File: config.mk
export PLATFORM = sky130hd
export DESIGN_NAME = ex_muldiv_unit_flat
export DESIGN_NICKNAME = d
export VERILOG_FILES = /design/src/rtl/mips_pkg.sv /design/src/rtl/ex_muldiv_unit_if.sv /design/src/rtl/muldiv_core.sv /design/src/rtl/ex_muldiv_unit.sv /design/src/flat_wrapper.sv
export SDC_FILE = /design/constraint.sdc
export NUM_CORES = 1
export LEC_CHECK = 0
export BUFFER_PORTS_ARGS = -buffer_cell sky130_fd_sc_hd__buf_2
export CELL_PAD_IN_SITES_DETAIL_PLACEMENT = 1
export CELL_PAD_IN_SITES_GLOBAL_PLACEMENT = 2
export CORE_MARGIN = 2
export CORE_UTILIZATION = 36
export CTS_BUF_LIST = sky130_fd_sc_hd__clkbuf_4
export DETAILED_ROUTE_END_ITERATION = 10
export PLACE_DENSITY_LB_ADDON = 0.1
export SETUP_SLACK_MARGIN = 0.15
export SLEW_MARGIN = 20
export SYNTH_ARGS = -nofsm -noshare
export SYNTH_HDL_FRONTEND = slang
export SYNTH_SLANG_ARGS = --single-unit
export TNS_END_PERCENT = 10
File: constraint.sdc
create_clock -name clk -period 4.7 [get_ports clk]
set_clock_uncertainty 0.15 [all_clocks]
set_input_delay 0.94 -clock clk [delete_from_list [all_inputs] [get_ports clk]]
set_output_delay 0.94 -clock clk [all_outputs]
set_load 0.01 [all_outputs]
File: src/rtl/mips_pkg.sv
// Shared encodings for the EX-stage multiply/divide unit: widths, op codes,
// FSM states and the magnitude helper used on signed operands.
package mips_pkg;

    localparam int XLEN  = 32;
    localparam int CNT_W = 5;

    typedef enum logic [1:0] {
        OP_MULT  = 2'b00,
        OP_MULTU = 2'b01,
        OP_DIV   = 2'b10,
        OP_DIVU  = 2'b11
    } op_e;

    typedef enum logic [1:0] {
        ST_IDLE = 2'b00,
        ST_RUN  = 2'b01,
        ST_FIX  = 2'b10
    } state_e;

    // Two's-complement magnitude; 0x80000000 maps to itself, read as unsigned.
    function automatic logic [XLEN-1:0] abs_val(input logic [XLEN-1:0] v, input logic negate);
        return negate ? (~v + 1'b1) : v;
    endfunction

endpackage

File: src/rtl/ex_muldiv_unit_if.sv
// Pipeline-side bundle of the multiply/divide unit: launch, MTHI/MTLO writes,
// and the HI/LO/status returned to the hazard unit and MFHI/MFLO path.
interface ex_muldiv_unit_if;
    import mips_pkg::*;

    logic            start;
    op_e             op;
    logic [XLEN-1:0] rs_data;
    logic [XLEN-1:0] rt_data;
    logic            mthi;
    logic            mtlo;
    logic [XLEN-1:0] wr_data;
    logic            busy;
    logic            done;
    logic            div_by_zero;
    logic [XLEN-1:0] hi;
    logic [XLEN-1:0] lo;

    modport master (
        output start, op, rs_data, rt_data, mthi, mtlo, wr_data,
        input  busy, done, div_by_zero, hi, lo
    );

    modport slave (
        input  start, op, rs_data, rt_data, mthi, mtlo, wr_data,
        output busy, done, div_by_zero, hi, lo
    );

endinterface

File: src/rtl/muldiv_core.sv
// Unsigned iterative datapath: shift-add multiply or restoring divide, one bit
// per step. After XLEN steps, {acc,mq} holds the product or {remainder,quotient}.
module muldiv_core
    import mips_pkg::*;
(
    input  logic             clk,
    input  logic             rst,
    input  logic             load_i,
    input  logic             step_i,
    input  logic             is_div_i,
    input  logic [XLEN-1:0]  a_i,
    input  logic [XLEN-1:0]  b_i,
    output logic             last_o,
    output logic [XLEN-1:0]  acc_o,
    output logic [XLEN-1:0]  mq_o
);

    logic [XLEN-1:0]  acc_q, acc_d;
    logic [XLEN-1:0]  mq_q, mq_d;
    logic [XLEN-1:0]  b_q;
    logic             div_q;
    logic [CNT_W-1:0] cnt_q;

    logic [XLEN:0]    add_sum;
    logic [XLEN:0]    shifted;
    logic [XLEN:0]    diff;

    // NOTE: every always_comb output gets a default first so no path can infer a latch.
    always_comb begin
        add_sum = {1'b0, acc_q} + (mq_q[0] ? {1'b0, b_q} : {(XLEN+1){1'b0}});
        shifted = {acc_q, mq_q[XLEN-1]};
        diff    = shifted - {1'b0, b_q};
        acc_d   = acc_q;
        mq_d    = mq_q;
        if (div_q) begin
            // The partial remainder stays below the divisor, so diff[XLEN] is a clean borrow.
            if (!diff[XLEN]) begin
                acc_d = diff[XLEN-1:0];
                mq_d  = {mq_q[XLEN-2:0], 1'b1};
            end else begin
                acc_d = shifted[XLEN-1:0];
                mq_d  = {mq_q[XLEN-2:0], 1'b0};
            end
        end else begin
            acc_d = add_sum[XLEN:1];
            mq_d  = {add_sum[0], mq_q[XLEN-1:1]};
        end
    end

    // NOTE: sequential state uses non-blocking assignments so every register samples pre-edge values.
    always_ff @(posedge clk) begin
        if (rst) begin
            acc_q <= '0;
            mq_q  <= '0;
            b_q   <= '0;
            div_q <= 1'b0;
            cnt_q <= '0;
        end else if (load_i) begin
            acc_q <= '0;
            mq_q  <= a_i;
            b_q   <= b_i;
            div_q <= is_div_i;
            cnt_q <= '0;
        end else if (step_i) begin
            acc_q <= acc_d;
            mq_q  <= mq_d;
            cnt_q <= cnt_q + 1'b1;
        end
    end

    assign last_o = (cnt_q == CNT_W'(XLEN-1));
    assign acc_o  = acc_q;
    assign mq_o   = mq_q;

endmodule

File: src/rtl/ex_muldiv_unit.sv
// EX-stage MULT/MULTU/DIV/DIVU unit: sign handling, IDLE/RUN/FIX control and
// the architectural HI/LO registers around the unsigned muldiv_core.
module ex_muldiv_unit
    import mips_pkg::*;
(
    input  logic            clk,
    input  logic            rst,
    ex_muldiv_unit_if.slave bus
);

    state_e          state_q;
    op_e             op_q;
    logic            neg_res_q;
    logic            neg_rem_q;
    logic            dbz_q;
    logic [XLEN-1:0] rs_raw_q;
    logic [XLEN-1:0] hi_q, lo_q;
    logic            done_q;
    logic            dbz_out_q;

    logic            launch;
    logic            is_signed;
    logic            sign_a, sign_b;
    logic            core_last;
    logic [XLEN-1:0] core_acc, core_mq;
    logic [XLEN-1:0] hi_d, lo_d;
    logic [2*XLEN-1:0] product;

    assign launch    = (state_q == ST_IDLE) && bus.start;
    assign is_signed = (bus.op == OP_MULT) || (bus.op == OP_DIV);
    assign sign_a    = is_signed && bus.rs_data[XLEN-1];
    assign sign_b    = is_signed && bus.rt_data[XLEN-1];

    muldiv_core u_core (
        .clk      (clk),
        .rst      (rst),
        .load_i   (launch),
        .step_i   (state_q == ST_RUN),
        .is_div_i (bus.op[1]),
        .a_i      (abs_val(bus.rs_data, sign_a)),
        .b_i      (abs_val(bus.rt_data, sign_b)),
        .last_o   (core_last),
        .acc_o    (core_acc),
        .mq_o     (core_mq)
    );

    // Signed results are applied to the unsigned core output only at FIX.
    always_comb begin
        product = {core_acc, core_mq};
        hi_d    = core_acc;
        lo_d    = core_mq;
        if (!op_q[1]) begin
            if (neg_res_q) product = -product;
            hi_d = product[2*XLEN-1:XLEN];
            lo_d = product[XLEN-1:0];
        end else if (dbz_q) begin
            hi_d = rs_raw_q;
            lo_d = '1;
        end else begin
            hi_d = neg_rem_q ? -core_acc : core_acc;
            lo_d = neg_res_q ? -core_mq  : core_mq;
        end
    end

    always_ff @(posedge clk) begin
        if (rst) begin
            state_q   <= ST_IDLE;
            op_q      <= OP_MULT;
            neg_res_q <= 1'b0;
            neg_rem_q <= 1'b0;
            dbz_q     <= 1'b0;
            rs_raw_q  <= '0;
            hi_q      <= '0;
            lo_q      <= '0;
            done_q    <= 1'b0;
            dbz_out_q <= 1'b0;
        end else begin
            done_q    <= 1'b0;
            dbz_out_q <= 1'b0;
            unique case (state_q)
                ST_IDLE: begin
                    if (bus.start) begin
                        op_q      <= bus.op;
                        neg_res_q <= sign_a ^ sign_b;
                        neg_rem_q <= sign_a;
                        dbz_q     <= bus.op[1] && (bus.rt_data == '0);
                        rs_raw_q  <= bus.rs_data;
                        state_q   <= ST_RUN;
                    end else begin
                        if (bus.mthi) hi_q <= bus.wr_data;
                        if (bus.mtlo) lo_q <= bus.wr_data;
                    end
                end
                ST_RUN: begin
                    if (core_last) state_q <= ST_FIX;
                end
                ST_FIX: begin
                    hi_q      <= hi_d;
                    lo_q      <= lo_d;
                    done_q    <= 1'b1;
                    dbz_out_q <= dbz_q;
                    state_q   <= ST_IDLE;
                end
                default: state_q <= ST_IDLE;
            endcase
        end
    end

    assign bus.busy        = (state_q != ST_IDLE);
    assign bus.done        = done_q;
    assign bus.div_by_zero = dbz_out_q;
    assign bus.hi          = hi_q;
    assign bus.lo          = lo_q;

endmodule

File: src/flat_wrapper.sv
// flat-port wrapper written by rule: the top's interface ports become plain ports
module ex_muldiv_unit_flat import mips_pkg::*;
  (clk, rst, bus_start, bus_op, bus_rs_data, bus_rt_data, bus_mthi, bus_mtlo, bus_wr_data, bus_busy, bus_done, bus_div_by_zero, bus_hi, bus_lo);
  ex_muldiv_unit_if bus_i ();
  input  logic clk;
  input  logic rst;
  input wire logic [$bits(bus_i.start)-1:0] bus_start;
  input wire logic [$bits(bus_i.op)-1:0] bus_op;
  input wire logic [$bits(bus_i.rs_data)-1:0] bus_rs_data;
  input wire logic [$bits(bus_i.rt_data)-1:0] bus_rt_data;
  input wire logic [$bits(bus_i.mthi)-1:0] bus_mthi;
  input wire logic [$bits(bus_i.mtlo)-1:0] bus_mtlo;
  input wire logic [$bits(bus_i.wr_data)-1:0] bus_wr_data;
  output wire logic [$bits(bus_i.busy)-1:0] bus_busy;
  output wire logic [$bits(bus_i.done)-1:0] bus_done;
  output wire logic [$bits(bus_i.div_by_zero)-1:0] bus_div_by_zero;
  output wire logic [$bits(bus_i.hi)-1:0] bus_hi;
  output wire logic [$bits(bus_i.lo)-1:0] bus_lo;
  assign bus_i.start = bus_start;
  assign bus_i.op = bus_op;
  assign bus_i.rs_data = bus_rs_data;
  assign bus_i.rt_data = bus_rt_data;
  assign bus_i.mthi = bus_mthi;
  assign bus_i.mtlo = bus_mtlo;
  assign bus_i.wr_data = bus_wr_data;
  assign bus_busy = bus_i.busy;
  assign bus_done = bus_i.done;
  assign bus_div_by_zero = bus_i.div_by_zero;
  assign bus_hi = bus_i.hi;
  assign bus_lo = bus_i.lo;
  ex_muldiv_unit u_core (.clk(clk), .rst(rst), .bus(bus_i));
endmodule
==> results.cfg <==
[outcome]
status = finished clean

[critical_path]
cpPeakStageDelay_ps = 590
path_cells = clkinv_1, buf_4, ha_1, or3b_2, nor4_1, nand4_2, o41ai_1, xnor2_1, o21ai_0, a2111oi_0
slowest_stage = o41ai_1
crit_arrival_ps = 4610
worstPathRequired_ps = 5200
crit_family = simple AND/OR/NAND/NOR gates
crit_type = flop to flop
critical_path.max_fanout = 16
cp-start-kind = flop
cp-end-kind = flop
timing.critical_path.buf_inv = 2

[synth]
postSynthCellCount = 2173
synth-edff-count = 0
syn_nets = 2348
synth_top_cell_area_share_pct = 25.1
yosysTopAreaCell = dfxtp_1
async_flop_share_pct = 0
ys_ff_latch = 205
synth_top_flop_cell = dfxtp_1
ys_types = 87
avgSynthCellArea_um2 = 7.53
synth_area_leaders = dfxtp_1 (25%), a21oi_1 (6.2%), xnor2_1 (6.1%)
synth_area_mm2 = 0.0164
yosysSeqAreaShare_pct = 25.1
yosys_warnings = 0

[clocking]
cts-root-buf = clkbuf_4
htree_levels = 3
insertion_delay_ps = 810
cts.sinks = 205
cts_resized = 0
cts_buffers = 67
clockBufferDepth = 3
postCtsSetupRepairBufs = 0
clk_pin_slew_ps = 60
cts-hold-fix-buffers = 0
cts_tree = done

[sta]
rsz0062_at_grt = no
final-hold-violation-count = 0
slew_violations = 0
worst_pin_slew_ps = 964
tns_ps = 0
setup_viol = 0
max_freq_mhz = 243
holdWs_ps = 252
period_needed_ps = 4110
max_slew_margin_pct = 35.5
min_period_over_period_pct = 87.5

[routing]
vias = 17276
wl_per_cell_um = 24.0
dr.pass1.iters = 5
vias_per_cell = 5.91
totalWireLength_mm = 70.0
postRouteAntennaNets = 0
drtIter0Drc = 1157
drc = 0

[place]
io_buffer_count = 169
dp_hpwl_mm = 53.1
place.gp.congestion = 0.923

[power]
power_leakage_nw = 7.47
power.density_mw_per_mm2 = 307
ir_drop_v = 0.000171
total_switching_power_mw = 2.16
intPower_mw = 3.51
clkPwrFrac_pct = 33.4
power_frac_seq_pct = 35.7
swShare_pct = 38.1
pwr-share-comb_pct = 30.9

[hold_path]
hold_path_class = input pin to flop

[global_route]
grt_util_met3_pct = 4.47
grt_pass1_wl_mm = 105
grt_antenna_before_repair = 6
first_global_vias = 17028
gr-usage-met2_pct = 45.7
busiest_layer = met2
grt_start_max_net_pins = 148
gr-total-overflow = 0
met1_usage_pct = 41.3
grt_usage_pct = 29.2

[final_layout]
multi_input_area_mm2 = 0.0113
drive_above_1_share_pct = 16.2
fill_cells = 5687
area_growth_pct = 12.8
final_nets = 2455
ff_latch_area_mm2 = 0.00411

[job]
timing.max_cap.violations = 0

[floorplan]
die_width_um = 217
num_rows = 78
initial_core_util_pct = 36.3
core_mm2 = 0.0451
die_area_mm2 = 0.0472
die_height_um = 217
io_pins = 170
[per-layer routing]
layer | part of all wire [%] | routed length [um]
met5 | 0 | 0
met4 | 2.7 | 1900
met3 | 4.9 | 3430
met2 | 45 | 31300
met1 | 48 | 33400
[layout make-up]
type	instances	area share, %
well taps	600	4.07
inverters	62	1.26
diodes	2	0.0271
repair buffers	211	6.53
flip-flops and latches	205	22.3
clock buffers	99	4.03
clock inverters	11	0.386
multi-input cells	1733	61.4
[cells in the mapped netlist (7+ instances only)]
cell,n
and2_1,13
nand3_1,29
o31ai_1,24
a31oi_1,13
and3_1,15
nor2_1,231
a311oi_1,15
a221oi_1,21
xnor2_1,114
o21a_1,13
a211oi_1,106
or3_1,23
or2_2,7
inv_1,59
o211ai_1,23
a2111oi_0,7
o41ai_1,16
a21o_1,34
mux2_2,11
a21oi_1,202
mux2i_1,78
o21ai_0,140
nor3_1,36
nand4_1,17
nand2_1,210
nor4_1,21
nand2b_1,15
a22oi_1,21
or4_1,18
buf_6,7
clkbuf_1,144
xor2_1,73
buf_1,13
nor2b_1,15
ha_1,70
dfxtp_1,205
[per-stage QoR]
stage | instance area, um2 | cells | setup slack [ps] | power, mW | utilization (%)
2_1_floorplan | 16400 | 2173 | 1410 | 3.17 | -
4_1_cts | 18500 | 2921 | 622 | 5.71 | 40.9
5_1_grt | 18500 | 2923 | 199 | 5.98 | 40.9
6_report | 18500 | 2923 | 588 | 5.67 | 40.9
3_3_place_gp | 17600 | 2811 | 886 | 3.76 | 39.1
3_5_place_dp | 17600 | 2811 | 706 | 3.79 | 39.1
[sequential cells by signal, summed over array words and instances (netlist names)]
register                cells
u_core.neg_rem_q            1
u_core.neg_res_q            1
u_core.bus.lo              32
u_core.dbz_q                1
u_core.bus.hi              32
u_core.u_core.cnt_q         5
u_core.u_core.mq_o         32
u_core.u_core.acc_o        32
u_core.rs_raw_q            32
u_core.bus.div_by_zero      1
u_core.state_q              2
u_core.bus.done             1
u_core.u_core.div_q         1
u_core.u_core.b_q          32
[worst reg2reg max path, cell delays in order, from the launching register on]
cell and delay (ps):
dfxtp_1 340, clkinv_1 210, buf_4 180, ha_1 160
or3b_2 510, nor4_1 500, nand4_2 580, o41ai_1 600
xnor2_1 160, o21ai_0 80, a2111oi_0 480
[power by group through the flow]
stage	sequential [mW]	combinational, mW	clock (mW)
floorplan	1.97	1.20	0
global placement	2.05	1.71	0
detailed placement	2.05	1.73	0
CTS	2.02	1.74	1.95
global route	2.03	1.91	2.03
finish	2.02	1.75	1.89
[cells in the final DEF (no fill, tap or decap), types with 16 or more instances in the layout]
cell,count
nor4_1,21
a21o_1,34
inv_1,59
o31ai_1,24
xnor2_1,114
ha_1,70
mux2i_1,78
dfxtp_1,203
o211ai_1,23
o21ai_0,140
a211oi_1,106
nand3_1,29
or3_1,23
a221oi_1,21
buf_4,39
nand2_1,209
nor2_1,231
or4_1,18
nor3_1,36
clkbuf_4,99
xor2_1,73
nand4_1,17
buf_2,168
a22oi_1,21
o41ai_1,16
a21oi_1,202
[kinds of logic (layout without fill, tap and decap cells)]
kind of cell / after synthesis / in the layout / synth area share [%]
AOI/OAI and AO/OA: 705 / 705 / 28.3
muxes: 89 / 89 / 5.53
buffers and inverters: 235 / 383 / 5.81
and+or+nand+nor: 680 / 680 / 19.7
other: 0 / 2 / 0
xor gates and xnor gates: 187 / 187 / 10.0
DFF: 205 / 205 / 25.1
adders and majority gates: 72 / 72 / 5.60
[final timing paths]
path | from | slack [ps] | to | cells past startpoint
setup reg to reg | u_core.u_core.mq_o[0]$_SDFFE_PP0P_ | 590 | u_core.bus.hi[26]$_SDFFE_PP0P_ | 10
hold / removal | bus_op[1] | 250 | u_core.u_core.div_q$_SDFFE_PP0P_ | 3
setup / recovery | u_core.u_core.mq_o[0]$_SDFFE_PP0P_ | 590 | u_core.bus.hi[26]$_SDFFE_PP0P_ | 10
hold reg to reg | u_core.u_core.b_q[31]$_SDFFE_PP0P_ | 310 | u_core.u_core.b_q[31]$_SDFFE_PP0P_ | 2
Note: power is estimated with default switching activity, not from simulation.
